## src/rtl/mmio_uart_tx_if.sv

```systemverilog
// mmio_uart_tx_if: hart MMIO write-port bundle (memory_mapped_io_control split
// into addr/value/width/enable, plus write_complete and r_data back to the hart).
//   master: hart side, drives addr/value/width/enable.
//   slave : peripheral side, drives write_complete and r_data.
interface mmio_uart_tx_if #(
  parameter int unsigned XLEN = 32
);
  logic [XLEN-1:0] mmio_addr;
  logic [XLEN-1:0] mmio_value;
  logic [1:0]      mmio_width;
  logic            mmio_enable;
  logic            mmio_write_complete;
  logic [XLEN-1:0] mmio_r_data;

  modport master (
    output mmio_addr, mmio_value, mmio_width, mmio_enable,
    input  mmio_write_complete, mmio_r_data
  );

  modport slave (
    input  mmio_addr, mmio_value, mmio_width, mmio_enable,
    output mmio_write_complete, mmio_r_data
  );
endinterface

```

## src/rtl/mmio_uart_tx.sv

```systemverilog
// mmio_uart_tx: memory-mapped UART transmitter. Software writes bytes to TXDATA,
// they are queued in a FIFO and sent as 8N1 frames on uart_tx.
// Ports:
//   clock   - rising-edge clock
//   reset   - synchronous, active-low
//   bus     - MMIO slave (addr/value/width/enable in, write_complete/r_data out)
//   uart_tx - serial output, idles high
//   tx_busy - frame in progress or FIFO non-empty
// Register window at BASE_ADDR (addr[3:2] decoded):
//   0x0 TXDATA (W, reads 0), 0x4 STATUS (R), 0x8 DIVISOR (R/W), 0xC reserved.
// Optional: define MMIO_UART_TX_SIM_PRINT_EN to echo accepted TXDATA bytes with
// $write in simulation.
module mmio_uart_tx #(
  parameter logic [31:0]              BASE_ADDR       = 32'h8000_0000,
  parameter int unsigned              FIFO_DEPTH      = 8,
  parameter int unsigned              DIVISOR_WIDTH   = 16,
  parameter logic [DIVISOR_WIDTH-1:0] DEFAULT_DIVISOR = 16'd434
) (
  input  logic             clock,
  input  logic             reset,
  mmio_uart_tx_if.slave    bus,
  output logic             uart_tx,
  output logic             tx_busy
);

  localparam int unsigned XLEN = 32;
  localparam int unsigned PW   = $clog2(FIFO_DEPTH);
  localparam int unsigned CW   = PW + 1;

  typedef enum logic [1:0] {S_IDLE, S_START, S_DATA, S_STOP} state_t;

  state_t                   state_q, state_d;
  logic [PW-1:0]            rd_ptr_q, rd_ptr_d;
  logic [PW-1:0]            wr_ptr_q, wr_ptr_d;
  logic [CW-1:0]            count_q, count_d;
  logic [DIVISOR_WIDTH-1:0] divisor_q, divisor_d;
  logic [DIVISOR_WIDTH-1:0] div_eff_q, div_eff_d;
  logic [DIVISOR_WIDTH-1:0] timer_q, timer_d;
  logic [2:0]               bit_idx_q, bit_idx_d;
  logic [7:0]               shift_q, shift_d;
  logic                     tx_q, tx_d;
  logic [7:0]               mem_q [FIFO_DEPTH];

  logic            in_window, hit_txdata, fifo_full, fifo_empty;
  logic            accept, push, pop, div_wr, timer_done;
  logic [1:0]      sel;
  logic [XLEN-1:0] status_word;
  logic            unused_bits;

  assign in_window  = bus.mmio_addr[XLEN-1:4] == BASE_ADDR[XLEN-1:4];
  assign sel        = bus.mmio_addr[3:2];
  assign fifo_full  = count_q == CW'(FIFO_DEPTH);
  assign fifo_empty = count_q == '0;
  assign hit_txdata = in_window && (sel == 2'd0);

  // Stall depends only on the registered count, so a pop never frees a slot
  // for a write in the same cycle.
  assign bus.mmio_write_complete = bus.mmio_enable && !(hit_txdata && fifo_full);
  assign accept = bus.mmio_enable && bus.mmio_write_complete;
  assign push   = accept && hit_txdata;
  assign div_wr = accept && in_window && (sel == 2'd2);
  assign pop    = (state_q == S_IDLE) && !fifo_empty;

  assign timer_done = timer_q == (div_eff_q - DIVISOR_WIDTH'(1));

  assign tx_busy = (state_q != S_IDLE) || !fifo_empty;
  assign uart_tx = tx_q;

  assign unused_bits = ^{bus.mmio_width, bus.mmio_addr[1:0], bus.mmio_value};

  always_comb begin
    status_word       = '0;
    status_word[0]    = fifo_full;
    status_word[1]    = fifo_empty;
    status_word[2]    = tx_busy;
    status_word[11:8] = 4'(count_q);
  end

  always_comb begin
    bus.mmio_r_data = '0;
    if (in_window) begin
      case (sel)
        2'd1:    bus.mmio_r_data = status_word;
        2'd2:    bus.mmio_r_data = XLEN'(divisor_q);
        default: bus.mmio_r_data = '0;
      endcase
    end
  end

  always_comb begin
    state_d   = state_q;
    rd_ptr_d  = rd_ptr_q;
    wr_ptr_d  = wr_ptr_q;
    count_d   = count_q;
    divisor_d = divisor_q;
    div_eff_d = div_eff_q;
    timer_d   = timer_q;
    bit_idx_d = bit_idx_q;
    shift_d   = shift_q;
    tx_d      = tx_q;

    if (push) wr_ptr_d = wr_ptr_q + PW'(1);
    if (pop)  rd_ptr_d = rd_ptr_q + PW'(1);
    case ({push, pop})
      2'b10:   count_d = count_q + CW'(1);
      2'b01:   count_d = count_q - CW'(1);
      default: count_d = count_q;
    endcase

    if (div_wr) divisor_d = bus.mmio_value[DIVISOR_WIDTH-1:0];

    // tx_d is the line level for the state being entered, so uart_tx is a flop.
    case (state_q)
      S_IDLE: begin
        tx_d = 1'b1;
        if (!fifo_empty) begin
          shift_d   = mem_q[rd_ptr_q];
          div_eff_d = (divisor_q == '0) ? DIVISOR_WIDTH'(1) : divisor_q;
          timer_d   = '0;
          state_d   = S_START;
          tx_d      = 1'b0;
        end
      end
      S_START: begin
        if (timer_done) begin
          timer_d   = '0;
          bit_idx_d = '0;
          state_d   = S_DATA;
          tx_d      = shift_q[0];
        end else begin
          timer_d = timer_q + DIVISOR_WIDTH'(1);
        end
      end
      S_DATA: begin
        if (timer_done) begin
          timer_d = '0;
          if (bit_idx_q == 3'd7) begin
            state_d = S_STOP;
            tx_d    = 1'b1;
          end else begin
            bit_idx_d = bit_idx_q + 3'd1;
            shift_d   = {1'b0, shift_q[7:1]};
            tx_d      = shift_q[1];
          end
        end else begin
          timer_d = timer_q + DIVISOR_WIDTH'(1);
        end
      end
      S_STOP: begin
        if (timer_done) begin
          timer_d = '0;
          state_d = S_IDLE;
          tx_d    = 1'b1;
        end else begin
          timer_d = timer_q + DIVISOR_WIDTH'(1);
        end
      end
      default: begin
        state_d = S_IDLE;
        tx_d    = 1'b1;
      end
    endcase
  end

  always_ff @(posedge clock) begin
    if (!reset) begin
      state_q   <= S_IDLE;
      rd_ptr_q  <= '0;
      wr_ptr_q  <= '0;
      count_q   <= '0;
      divisor_q <= DEFAULT_DIVISOR;
      div_eff_q <= DIVISOR_WIDTH'(1);
      timer_q   <= '0;
      bit_idx_q <= '0;
      shift_q   <= '0;
      tx_q      <= 1'b1;
    end else begin
      state_q   <= state_d;
      rd_ptr_q  <= rd_ptr_d;
      wr_ptr_q  <= wr_ptr_d;
      count_q   <= count_d;
      divisor_q <= divisor_d;
      div_eff_q <= div_eff_d;
      timer_q   <= timer_d;
      bit_idx_q <= bit_idx_d;
      shift_q   <= shift_d;
      tx_q      <= tx_d;
    end
  end

  // Storage needs no reset: pointers and count define which entries are live.
  always_ff @(posedge clock) begin
    if (reset && push) mem_q[wr_ptr_q] <= bus.mmio_value[7:0];
  end

`ifdef MMIO_UART_TX_SIM_PRINT_EN
  always_ff @(posedge clock) begin
    if (reset && push) $write("%c", bus.mmio_value[7:0]);
  end
`else
`endif

endmodule

```

## src/flat_wrapper.sv

```systemverilog
// flat-port wrapper written by rule: the top's interface ports become plain ports
module mmio_uart_tx_flat 
#(
  parameter logic [31:0]              BASE_ADDR       = 32'h8000_0000,
  parameter int unsigned              FIFO_DEPTH      = 8,
  parameter int unsigned              DIVISOR_WIDTH   = 16,
  parameter logic [DIVISOR_WIDTH-1:0] DEFAULT_DIVISOR = 16'd434
)
  (clock, reset, uart_tx, tx_busy, bus_mmio_addr, bus_mmio_value, bus_mmio_width, bus_mmio_enable, bus_mmio_write_complete, bus_mmio_r_data);
  mmio_uart_tx_if bus_i ();
  input  logic clock;
  input  logic reset;
  output logic uart_tx;
  output logic tx_busy;
  input wire logic [$bits(bus_i.mmio_addr)-1:0] bus_mmio_addr;
  input wire logic [$bits(bus_i.mmio_value)-1:0] bus_mmio_value;
  input wire logic [$bits(bus_i.mmio_width)-1:0] bus_mmio_width;
  input wire logic [$bits(bus_i.mmio_enable)-1:0] bus_mmio_enable;
  output wire logic [$bits(bus_i.mmio_write_complete)-1:0] bus_mmio_write_complete;
  output wire logic [$bits(bus_i.mmio_r_data)-1:0] bus_mmio_r_data;
  assign bus_i.mmio_addr = bus_mmio_addr;
  assign bus_i.mmio_value = bus_mmio_value;
  assign bus_i.mmio_width = bus_mmio_width;
  assign bus_i.mmio_enable = bus_mmio_enable;
  assign bus_mmio_write_complete = bus_i.mmio_write_complete;
  assign bus_mmio_r_data = bus_i.mmio_r_data;
  mmio_uart_tx #(.BASE_ADDR(BASE_ADDR), .FIFO_DEPTH(FIFO_DEPTH), .DIVISOR_WIDTH(DIVISOR_WIDTH), .DEFAULT_DIVISOR(DEFAULT_DIVISOR)) u_core (.clock(clock), .reset(reset), .bus(bus_i), .uart_tx(uart_tx), .tx_busy(tx_busy));
endmodule
```

## config.mk

```make
export PLATFORM = sky130hd
export DESIGN_NAME = mmio_uart_tx_flat
export DESIGN_NICKNAME = d
export VERILOG_FILES = /design/src/rtl/mmio_uart_tx_if.sv /design/src/rtl/mmio_uart_tx.sv /design/src/flat_wrapper.sv
export SDC_FILE = /design/constraint.sdc
export NUM_CORES = 1
export LEC_CHECK = 0
export BUFFER_PORTS_ARGS = -buffer_cell sky130_fd_sc_hd__buf_2
export CAP_MARGIN = 30
export CORE_ASPECT_RATIO = 1.75
export CORE_MARGIN = 3
export CORE_UTILIZATION = 30
export CTS_BUF_LIST = sky130_fd_sc_hd__clkbuf_8 sky130_fd_sc_hd__clkbuf_16
export CTS_CLUSTER_DIAMETER = 30
export CTS_CLUSTER_SIZE = 20
export DETAILED_ROUTE_END_ITERATION = 16
export MAX_ROUTING_LAYER = met4
export PLACE_DENSITY_LB_ADDON = 0.15
export SLEW_MARGIN = 20
export SYNTH_ARGS = -nofsm -noshare
export SYNTH_HDL_FRONTEND = slang
export SYNTH_SLANG_ARGS = --single-unit
```

## constraint.sdc

```tcl
create_clock -name clock -period 3.9 [get_ports clock]
set_input_delay 0.195 -clock clock [delete_from_list [all_inputs] [get_ports clock]]
set_output_delay 0.195 -clock clock [all_outputs]
set_load 0.03 [all_outputs]
```

Word level (Yosys, flattened, before mapping)
Memories as Yosys holds them, arrays and structs flattened. A register that Yosys moved wholly into a read port is not among the register bits.
Index checks and enable logic that the tools add are counted.
{"block": "op_classes", "add_sub_neg": 7, "n_eq_ne": 17, "mux": 31, "bitwise_logic": 1, "n_reduce_logical": 26}
{"operator": "$pmux W16 S2", "n": 2}
{"operator": "$mux W16", "n": 3}
{"operator": "$mux W32", "n": 1}
{"operator": "$eq A28 B28 Y1 const B", "n": 1}
{"operator": "$mux W8", "n": 3}
{"operator": "$add A16 B1 Y16 const B", "n": 1}
{"operator": "$eq A16 B16 Y1", "n": 1}
{"operator": "$logic_not A16 Y1", "n": 1}
{"operator": "$pmux W8 S2", "n": 1}
{"operator": "$sub A16 B1 Y16 const B", "n": 1}
{"operator": "$mux W3", "n": 5}
{"operator": "$mux W2", "n": 5}
{"operator": "$add A3 B1 Y3 const B", "n": 3}
{"operator": "$logic_and A1 B1 Y1", "n": 9}
{"operator": "$eq A2 B2 Y1 const B", "n": 4}
{"operator": "$ne A2 B1 Y1 const B", "n": 4}
{"operator": "$pmux W2 S4", "n": 1}
{"operator": "$pmux W4 S2", "n": 1}
{"operator": "$reduce_and A4 Y1", "n": 2}
{"operator": "$reduce_bool A2 Y1", "n": 4}
{"operator": "$mux W1", "n": 7}
{"operator": "$eq A2 B1 Y1 const B", "n": 3}
{"operator": "$pmux W3 S2", "n": 1}
{"operator": "$reduce_and A5 Y1", "n": 1}
{"operator": "other kinds (14)", "n": 17}
{"block": "totals", "ff_bits": 72, "mem_bits_rw": 64, "inputBits": 69, "out_inout_bits": 35, "elab_cells": 93, "mem_count": 1}
{"name": "u_core.mem_q", "depth": 8, "width": 8, "rd": 1, "rd_clocked_by_memory_dff": 1, "write_ports": 1, "line_no": "mmio_uart_tx.sv:42", "text": "logic [7:0] mem_q [FIFO_DEPTH];"}

Longest topological paths before layout
Gate-level depths: netlist (run 1).
{"block": "logic_depth", "depth_word": 10, "ltp_mapped": 13, "mapped_depth_nobuf": 12}

Least setup slack after synthesis (run 1)
OpenSTA, ideal clock, no wires.
{"block": "synth_path", "path_type": "input to register", "start": "input bus_mmio_addr[27]", "end": "register u_core.count_q[3]", "setup_time_ns": 0.070, "arrival_time_ns": 3.009, "required_ns": 3.830, "slack_ns": 0.821, "cell_stages": 11, "n_path_buf": 0, "path_cell_list": "nor4b_1 > nand4_1 > a2111oi_0 > inv_1 > ha_1 > ha_1 > a21o_1 > a21oi_1 > xnor2_1 > or3_1 > a21oi_1"}
{"block": "synth_via", "elab_chain_cells": 9, "word_cells_on_any_way": 11, "classes_between": "eq/ne (3); mux (1); reduce/logical (7)"}
{"item": "start, declared", "line_no": "flat_wrapper.sv:15", "text": "input wire logic [$bits(bus_i.mmio_addr)-1:0] bus_mmio_addr;"}
{"item": "$eq A28 B28 Y1 *", "line_no": "mmio_uart_tx.sv:50", "text": "assign in_window = bus.mmio_addr[XLEN-1:4] == BASE_ADDR[XLEN-1:4];"}
{"item": "$logic_and A1 B1 Y1 *", "line_no": "mmio_uart_tx.sv:54", "text": "assign hit_txdata = in_window && (sel == 2'd0);"}
{"item": "$logic_and A1 B1 Y1", "line_no": "mmio_uart_tx.sv:58", "text": "assign bus.mmio_write_complete = bus.mmio_enable && !(hit_txdata && fifo_full);"}
{"item": "$logic_not A1 Y1", "line_no": "mmio_uart_tx.sv:58"}
{"item": "$logic_and A1 B1 Y1", "line_no": "mmio_uart_tx.sv:58"}
{"item": "$logic_and A1 B1 Y1", "line_no": "mmio_uart_tx.sv:59", "text": "assign accept = bus.mmio_enable && bus.mmio_write_complete;"}
{"item": "$logic_and A1 B1 Y1 *", "line_no": "mmio_uart_tx.sv:60", "text": "assign push = accept && hit_txdata;"}
{"item": "$eq A2 B1 Y1 or $eq A2 B2 Y1 (tied branches)", "line_no": "mmio_uart_tx.sv:104", "text": "case ({push, pop})"}
{"item": "$pmux W4 S2 or $reduce_bool A2 Y1 (tied branches)"}
{"item": "end signal, assigned", "line_no": "mmio_uart_tx.sv:181", "text": "count_q <= count_d;"}
{"item": "end, declared", "line_no": "mmio_uart_tx.sv:35", "text": "logic [CW-1:0] count_q, count_d;"}
Every way passes the cells marked *; elsewhere a longest branch is shown, timed or not.
A chain may end at the register's enable or synchronous reset.

Worst setup path after layout (run 1)
{"block": "layout_path", "start": "register u_core.div_eff_q[3]", "end": "register u_core.state_q[0]"}
{"block": "layout_via", "elab_chain_cells": 4, "word_cells_on_any_way": 6, "classes_between": "add/sub (1); eq/ne (4); reduce/logical (1)"}
{"item": "start, declared", "line_no": "mmio_uart_tx.sv:37", "text": "logic [DIVISOR_WIDTH-1:0] div_eff_q, div_eff_d;"}
{"item": "start signal, assigned", "line_no": "mmio_uart_tx.sv:183", "text": "div_eff_q <= div_eff_d;"}
{"item": "$sub A16 B1 Y16 *", "line_no": "mmio_uart_tx.sv:64", "text": "assign timer_done = timer_q == (div_eff_q - DIVISOR_WIDTH'(1));"}
{"item": "$eq A16 B16 Y1 *", "line_no": "mmio_uart_tx.sv:64"}
{"item": "$ne A2 B1 Y1 (no source line)"}
{"item": "$reduce_and A5 Y1 (no source line) *"}
{"item": "end signal, assigned", "line_no": "mmio_uart_tx.sv:178", "text": "state_q <= state_d;"}
{"item": "end, declared", "line_no": "mmio_uart_tx.sv:32", "text": "state_t state_q, state_d;"}
Marks and branches as above.

==> results of run 1 <==
## through the flow
step           setup WS, ns  cell area (um^2)  util (%)  hold slack, ns  total power [uW]
6_report              0.789              8190      36.0          0.0194              3310
5_1_grt               0.686              8190      36.0          0.0139              3430
4_1_cts               0.805              8190      36.0         0.00199              3360
3_5_place_dp          0.810              7550      33.2           0.441              1670
3_3_place_gp          0.814              7540      33.2           0.435              1660
2_1_floorplan         0.821              6990         -           0.294              1630
## cell families after synthesis
group                      after synthesis  share of synthesized area [%]
and+or+nand+nor                        244                           17.9
buffers and inverters                   74                           5.40
adders and majority gates               17                           3.18
xor gates and xnor gates                26                           3.39
muxes                                   52                           10.4
DFF                                    139                           49.4
AOI/OAI and AO/OA                      104                           10.2
other                                    1                         0.0541
## layout make-up
| type | instances | area share [%] |
|---|---|---|
| inverter | 19 | 0.871 |
| sequential | 139 | 41.8 |
| tap | 300 | 4.58 |
| multi-input combinational | 459 | 39.0 |
| timing repair buffer | 90 | 6.29 |
| clock inverter | 15 | 2.28 |
| clock buffer | 17 | 5.19 |
## power breakdown
| part | leakage, uW | switching, uW | total [uW] | internal (uW) |
|---|---|---|---|---|
| Sequential | 0.00118 | 3.56 | 1530 | 1530 |
| Combinational | 0.00144 | 69.3 | 103 | 33.8 |
| Clock | 0.000298 | 659 | 1680 | 1020 |
## tightest hold or removal path, cell delays in order
cell and delay, ns:
buf_2 0.07, mux2i_1 0.06, nor2_1 0.07
## how the worst max path moves through the flow
stage	startpoint	endpoint	slack, ns	depth (start not counted)
6_report	u_core.div_eff_q[3]$_SDFFE_PN0P_	u_core.state_q[0]$_SDFFE_PN0P_	0.79	8
5_1_grt	u_core.div_eff_q[3]$_SDFFE_PN0P_	u_core.timer_q[8]$_SDFFE_PN0N_	0.69	8
4_1_cts	u_core.div_eff_q[3]$_SDFFE_PN0P_	u_core.state_q[0]$_SDFFE_PN0P_	0.80	8
3_5_place_dp	u_core.div_eff_q[3]$_SDFFE_PN0P_	u_core.state_q[0]$_SDFFE_PN0P_	0.81	8
3_3_place_gp	u_core.div_eff_q[3]$_SDFFE_PN0P_	u_core.timer_q[8]$_SDFFE_PN0N_	0.81	8
2_1_floorplan	bus_mmio_addr[27]	u_core.count_q[3]$_SDFFE_PN0P_	0.82	11
## Yosys cell counts, types with 15 or more instances
cell type  count
mux2i_1       34
edfxtp_1      64
xor2_1        15
nor2_1        51
mux4_2        16
clkbuf_1      22
ha_1          16
o21ai_0       18
dfxtp_1       75
nor4_1        16
nand2_1       72
nand3_1       22
inv_1         19
buf_4         21
a21oi_1       28
## per-layer routing
metal / global-route usage, % / part of all wire (%) / up-vias
li1: - / - / 2525
met1: 14.4 / 35 / 2558
met2: 30.0 / 59 / 84
met3: 3.44 / 2.7 / 33
met4: 6.14 / 2.8 / 0
met5: - / 0 / -
## flip-flops by register name, indices dropped and copies added, names as in the netlist, 2 cells and up, named ones only
register,flops
u_core.divisor_q,16
u_core.timer_q,16
u_core.shift_q,8
u_core.div_eff_q,16
u_core.bit_idx_q,3
u_core.state_q,2
u_core.wr_ptr_q,3
u_core.rd_ptr_q,3
u_core.count_q,4
u_core.mem_q,64
==> flow_metrics.env, run 1 <==
export IMPL_yosysTopAreaCell="edfxtp_1"
export IMPL_stdcell_count=1039
export IMPL_ctsHtreeMaxLevel=4
export IMPL_synth_ff_type="dfxtp_1"
export IMPL_post_cts_resized=0
export IMPL_die_w_um=121
export IMPL_io_buffers=67
export IMPL_initial_core_util_pct=30.5
export IMPL_critPathSlowestCell="or4_4"
export IMPL_cts_hold_buf=3
export IMPL_power_density_nw_per_um2=404
export IMPL_crit_path_end_kind="register"
export IMPL_wl_per_cell_um=17.6
export IMPL_maxCapViolations=0
export IMPL_worstPathRequired_ns=4.21
export IMPL_crit_path_frequent_cell="or4_4"
export IMPL_core_area_um2=22700
export IMPL_cts_tree="built"
export IMPL_dieArea_um2=25000
export IMPL_final_hold_violation_count=0
export IMPL_overflow=0
export IMPL_route_detailed_drc=0
export IMPL_cts_buffer_depth=2
export IMPL_avgSynthCellArea_um2=10.6
export IMPL_postCtsSetupBuffers=0
export IMPL_crit_family="simple AND/OR/NAND/NOR gates"
export IMPL_synth_top_area_share_pct=27.7
export IMPL_numCtsBuffers=17
export IMPL_area_growth_pct=18.1
export IMPL_gp_congestion=0.816
export IMPL_cts_sink_count=139
export IMPL_finalClockSkew_ns=0.00752
export IMPL_period_share_pct=79.8
export IMPL_antenna_found_initial=0
export IMPL_syn_inst=657
export IMPL_wl_um=18300
export IMPL_hp_class="input port to register"
export IMPL_ys_types=67
export IMPL_clk_pin_slew_ns=0.06
export IMPL_fmax_mhz=321
export IMPL_max_slew_worst_pin_slew_ns=0.795
export IMPL_arrival_ns=3.42
export IMPL_p_leak_uw=0.00292
export IMPL_mostFrequentLayoutCell="dfxtp_1"
export IMPL_yosysWarningCount=0
export IMPL_grt_pass1_vias=5514
export IMPL_drtIter0Drc=234
export IMPL_ios=104
export IMPL_syn_area_um2=6930
export IMPL_synth_async_reset_ratio_pct=0
export IMPL_synth_edf_count=64
export IMPL_fin_crit_ns=3.11
export IMPL_num_vias=5200
export IMPL_antenna_left=0
export IMPL_post_dp_hpwl_um=13900
export IMPL_timing_rr_end="u_core.state_q[0]$_SDFFE_PN0P_"
export IMPL_grt_use_total_pct=15.6
export IMPL_ir_drop_mv=0.266
export IMPL_worstRegToRegCells=8
export IMPL_path_cells="or4_4, or4_4, xnor2_2, a2111oi_2, buf_4, nand4_1, mux2_2, a311o_1"
export IMPL_drive_gt1_share_pct=20.6
export IMPL_grt_pass1_wl_um=29200
export IMPL_routed_via_density=5.00
export IMPL_synth_seq_cells=139
export IMPL_fin_nets=812
export IMPL_setup_viol=0
export IMPL_min_from="bus_mmio_value[13]"
export IMPL_crit_buf_inv=1
export IMPL_max_stage_delay_ns=0.61
export IMPL_critPathKind="register to register"
export IMPL_root_buffer="clkbuf_16"
export IMPL_min_to="u_core.divisor_q[13]$_SDFFE_PN0P_"
export IMPL_holdPathStages=3
export IMPL_rsz0062_at_grt="false"
export IMPL_register_area_um2=3420
export IMPL_final_max_slew_viol_count=0
export IMPL_r2r_start="u_core.div_eff_q[3]$_SDFFE_PN0P_"
export IMPL_mostFrequentLayoutCells="75 x dfxtp_1, 72 x nand2_1, 67 x buf_2, 64 x edfxtp_1, 51 x nor2_1"
export IMPL_relSlewSlack_pct=46.8
export IMPL_drt_first_pass_iters=4
export IMPL_multi_input_area_um2=3190
export IMPL_row_count=73
export IMPL_cp_start_kind="register"
export IMPL_fillerInstances=2289
export IMPL_r2r_slack_ns=0.79
export IMPL_status="complete, no violations"
export IMPL_dp_cells=1004
export IMPL_die_height_um=207
export IMPL_seq_area_frac_synth_pct=49.4
export IMPL_setup_tns_ns=0
export IMPL_ys_top_cells_by_area="edfxtp_1 28%, dfxtp_1 22%, mux4_2 5.2%"
export IMPL_grt_max_degree=47
export IMPL_antenna_cells=0
export IMPL_clkLatencyLatePin_ns=0.42
export IMPL_path_max_fanout=8
No activity file was read; power rests on OpenSTA's default activity.
==> inputs of run 2 (changes only) <==
==> constraint.sdc (replaced) <==
create_clock -name clock -period 3 [get_ports clock]
set_input_delay 0.15 -clock clock [delete_from_list [all_inputs] [get_ports clock]]
set_output_delay 0.15 -clock clock [all_outputs]
set_load 0.03 [all_outputs]
==> run 2 against run 1 <==
Compared with the run above:
- register-to-register slack got worse by 0.65 ns
- sequential cell count unchanged
- sequential share of layout area fell by 0.98 points
- critical endpoint is now u_core.timer_q[8]$_SDFFE_PN0N_
- clock-buffer cell count stayed put
- worst setup slack got worse by 0.65 ns
- non-clock buffer count up 23
- clock skew grew 0.0021 ns
- highest routed layer unchanged
- critical path type unchanged
- worst hold slack improved by 0.0053 ns
- maximum frequency increased by 8.8%
==> flow_metrics.env, run 2 (synthesized netlist as in run 1, its figures left out) <==
export IMPL_ctsHtreeMaxLevel=4
export IMPL_maxCapViolations=0
export IMPL_die_w_um=121
export IMPL_clk_pin_slew_ns=0.06
export IMPL_p_leak_uw=0.00303
export IMPL_relSlewSlack_pct=47.9
export IMPL_antenna_found_initial=0
export IMPL_num_vias=5266
export IMPL_fillerInstances=2241
export IMPL_fmax_mhz=350
export IMPL_crit_path_frequent_cell="or4_4"
export IMPL_path_cells="or4_4, or4_4, xnor2_2, a2111oi_4, buf_4, a41oi_4, buf_12, a31o_2, a22o_1"
export IMPL_largest_reg_flops=64
export IMPL_route_detailed_drc=0
export IMPL_antenna_cells=0
export IMPL_mostFrequentLayoutCell="dfxtp_1"
export IMPL_mostFrequentLayoutCells="75 x dfxtp_1, 72 x nand2_1, 67 x buf_2, 64 x edfxtp_1, 50 x nor2_1"
export IMPL_setup_viol=0
export IMPL_crit_path_end_kind="register"
export IMPL_drtIter0Drc=247
export IMPL_drive_gt1_share_pct=22.6
export IMPL_core_area_um2=22700
export IMPL_cts_sink_count=139
export IMPL_worstPathRequired_ns=3.31
export IMPL_die_height_um=207
export IMPL_overflow=0
export IMPL_grt_pass1_vias=5443
export IMPL_final_hold_violation_count=0
export IMPL_clkLatencyLatePin_ns=0.43
export IMPL_root_buffer="clkbuf_16"
export IMPL_path_max_fanout=6
export IMPL_drt_first_pass_iters=5
export IMPL_crit_buf_inv=2
export IMPL_dpl_instance_area_um2=7690
export IMPL_wl_um=18800
export IMPL_fin_crit_ns=2.86
export IMPL_io_buffers=67
export IMPL_final_area_um2=8390
export IMPL_status="complete, no violations"
export IMPL_holdPathStages=1
export IMPL_crit_family="simple AND/OR/NAND/NOR gates"
export IMPL_numCtsBuffers=17
export IMPL_hp_class="input port to register"
export IMPL_initial_core_util_pct=30.5
export IMPL_ir_drop_mv=0.354
export IMPL_fin_nets=835
export IMPL_antenna_left=0
export IMPL_path_depth=9
export IMPL_ios=104
export IMPL_power_density_nw_per_um2=499
export IMPL_grt_pass1_wl_um=29700
export IMPL_grt_use_total_pct=15.8
export IMPL_finalClockSkew_ns=0.00965
export IMPL_rsz0062_at_grt="false"
export IMPL_top_register="u_core.mem_q"
export IMPL_cts_buffer_depth=2
export IMPL_row_count=73
export IMPL_wl_per_cell_um=17.7
export IMPL_cp_start_kind="register"
export IMPL_max_stage_delay_ns=0.58
export IMPL_period_share_pct=95.3
export IMPL_arrival_ns=3.17
export IMPL_max_slew_worst_pin_slew_ns=0.781
export IMPL_gp_congestion=0.815
export IMPL_cts_tree="built"
export IMPL_critPathKind="register to register"
export IMPL_final_max_slew_viol_count=0
export IMPL_routed_via_density=4.96
export IMPL_dieArea_um2=25000
export IMPL_grt_max_degree=45
export IMPL_area_growth_pct=21.0
export IMPL_worstRegToRegCells=9
export IMPL_setup_tns_ns=0
export IMPL_fin_hold_ws_ns=0.0247
export IMPL_post_dp_hpwl_um=14200
export IMPL_critPathSlowestCell="or4_4"
[run 2: final timing paths]
kind | startpoint | endpoint | slack (ns)
hold / removal | bus_mmio_value[0] | u_core.mem_q[7][0]$_DFFE_PP_ | 0.02
setup reg to reg | u_core.div_eff_q[3]$_SDFFE_PN0P_ | u_core.timer_q[8]$_SDFFE_PN0N_ | 0.14
hold reg to reg | u_core.bit_idx_q[1]$_SDFFE_PN0P_ | u_core.bit_idx_q[1]$_SDFFE_PN0P_ | 0.47
setup / recovery | u_core.div_eff_q[3]$_SDFFE_PN0P_ | u_core.timer_q[8]$_SDFFE_PN0N_ | 0.14
[run 2: layer usage]
layer  track usage (%)  vias up  share of wire [%]
li1                  -     2572                  -
met1              15.6     2591                 37
met2              30.2       73                 59
met3              2.70       30                2.1
met4              5.71        0                2.2
met5                 -        -                  0
[run 2: metrics by stage]
stage / power [uW] / utilization (%) / instances / worst slack (ns)
after detailed placement: 2170 / 33.8 / 1020 / 0.0831
after global routing: 4330 / 36.9 / 1062 / 0.0372
after CTS: 4250 / 36.7 / 1060 / 0.0710
after floorplan: 2120 / - / 672 / 0.117
final: 4190 / 36.9 / 1062 / 0.140
after global placement: 2160 / 33.8 / 1020 / 0.162
[run 2: layout make-up]
| cell class | instances | area [um^2] | share of cell area, % |
|---|---|---|---|
| Timing Repair Buffer | 113 | 726 | 8.65 |
| Tap cell | 300 | 375 | 4.47 |
| Clock inverter | 15 | 153 | 1.82 |
| Inverter | 19 | 71.3 | 0.850 |
| Sequential cell | 139 | 3420 | 40.8 |
| Clock buffer | 17 | 425 | 5.07 |
| Multi-Input combinational cell | 459 | 3210 | 38.3 |
[run 2: repair_timing]
item	in CTS	in global routing
hold buffers	8	0
setup endpoints to repair	0	5
resized for setup	0	2
hold endpoints to repair	8	0
setup buffers	0	2
[run 2: report_power, final]
group          switching [uW]  leakage, uW  internal [uW]
Clock                     885     0.000283           1170
Sequential               4.86      0.00118           1990
Combinational            90.8      0.00156           48.1
Total                     980      0.00303           3210
[run 2: worst register-to-register path: cells and delay by family, from the launching register on]
family | cells | cell delay (ns)
AO/OA/AOI/OAI | 4 | 0.77
XOR/XNOR | 1 | 0.16
buffers and inverters | 2 | 0.38
flip-flops | 1 | 0.31
AND/OR/NAND/NOR | 2 | 1.13
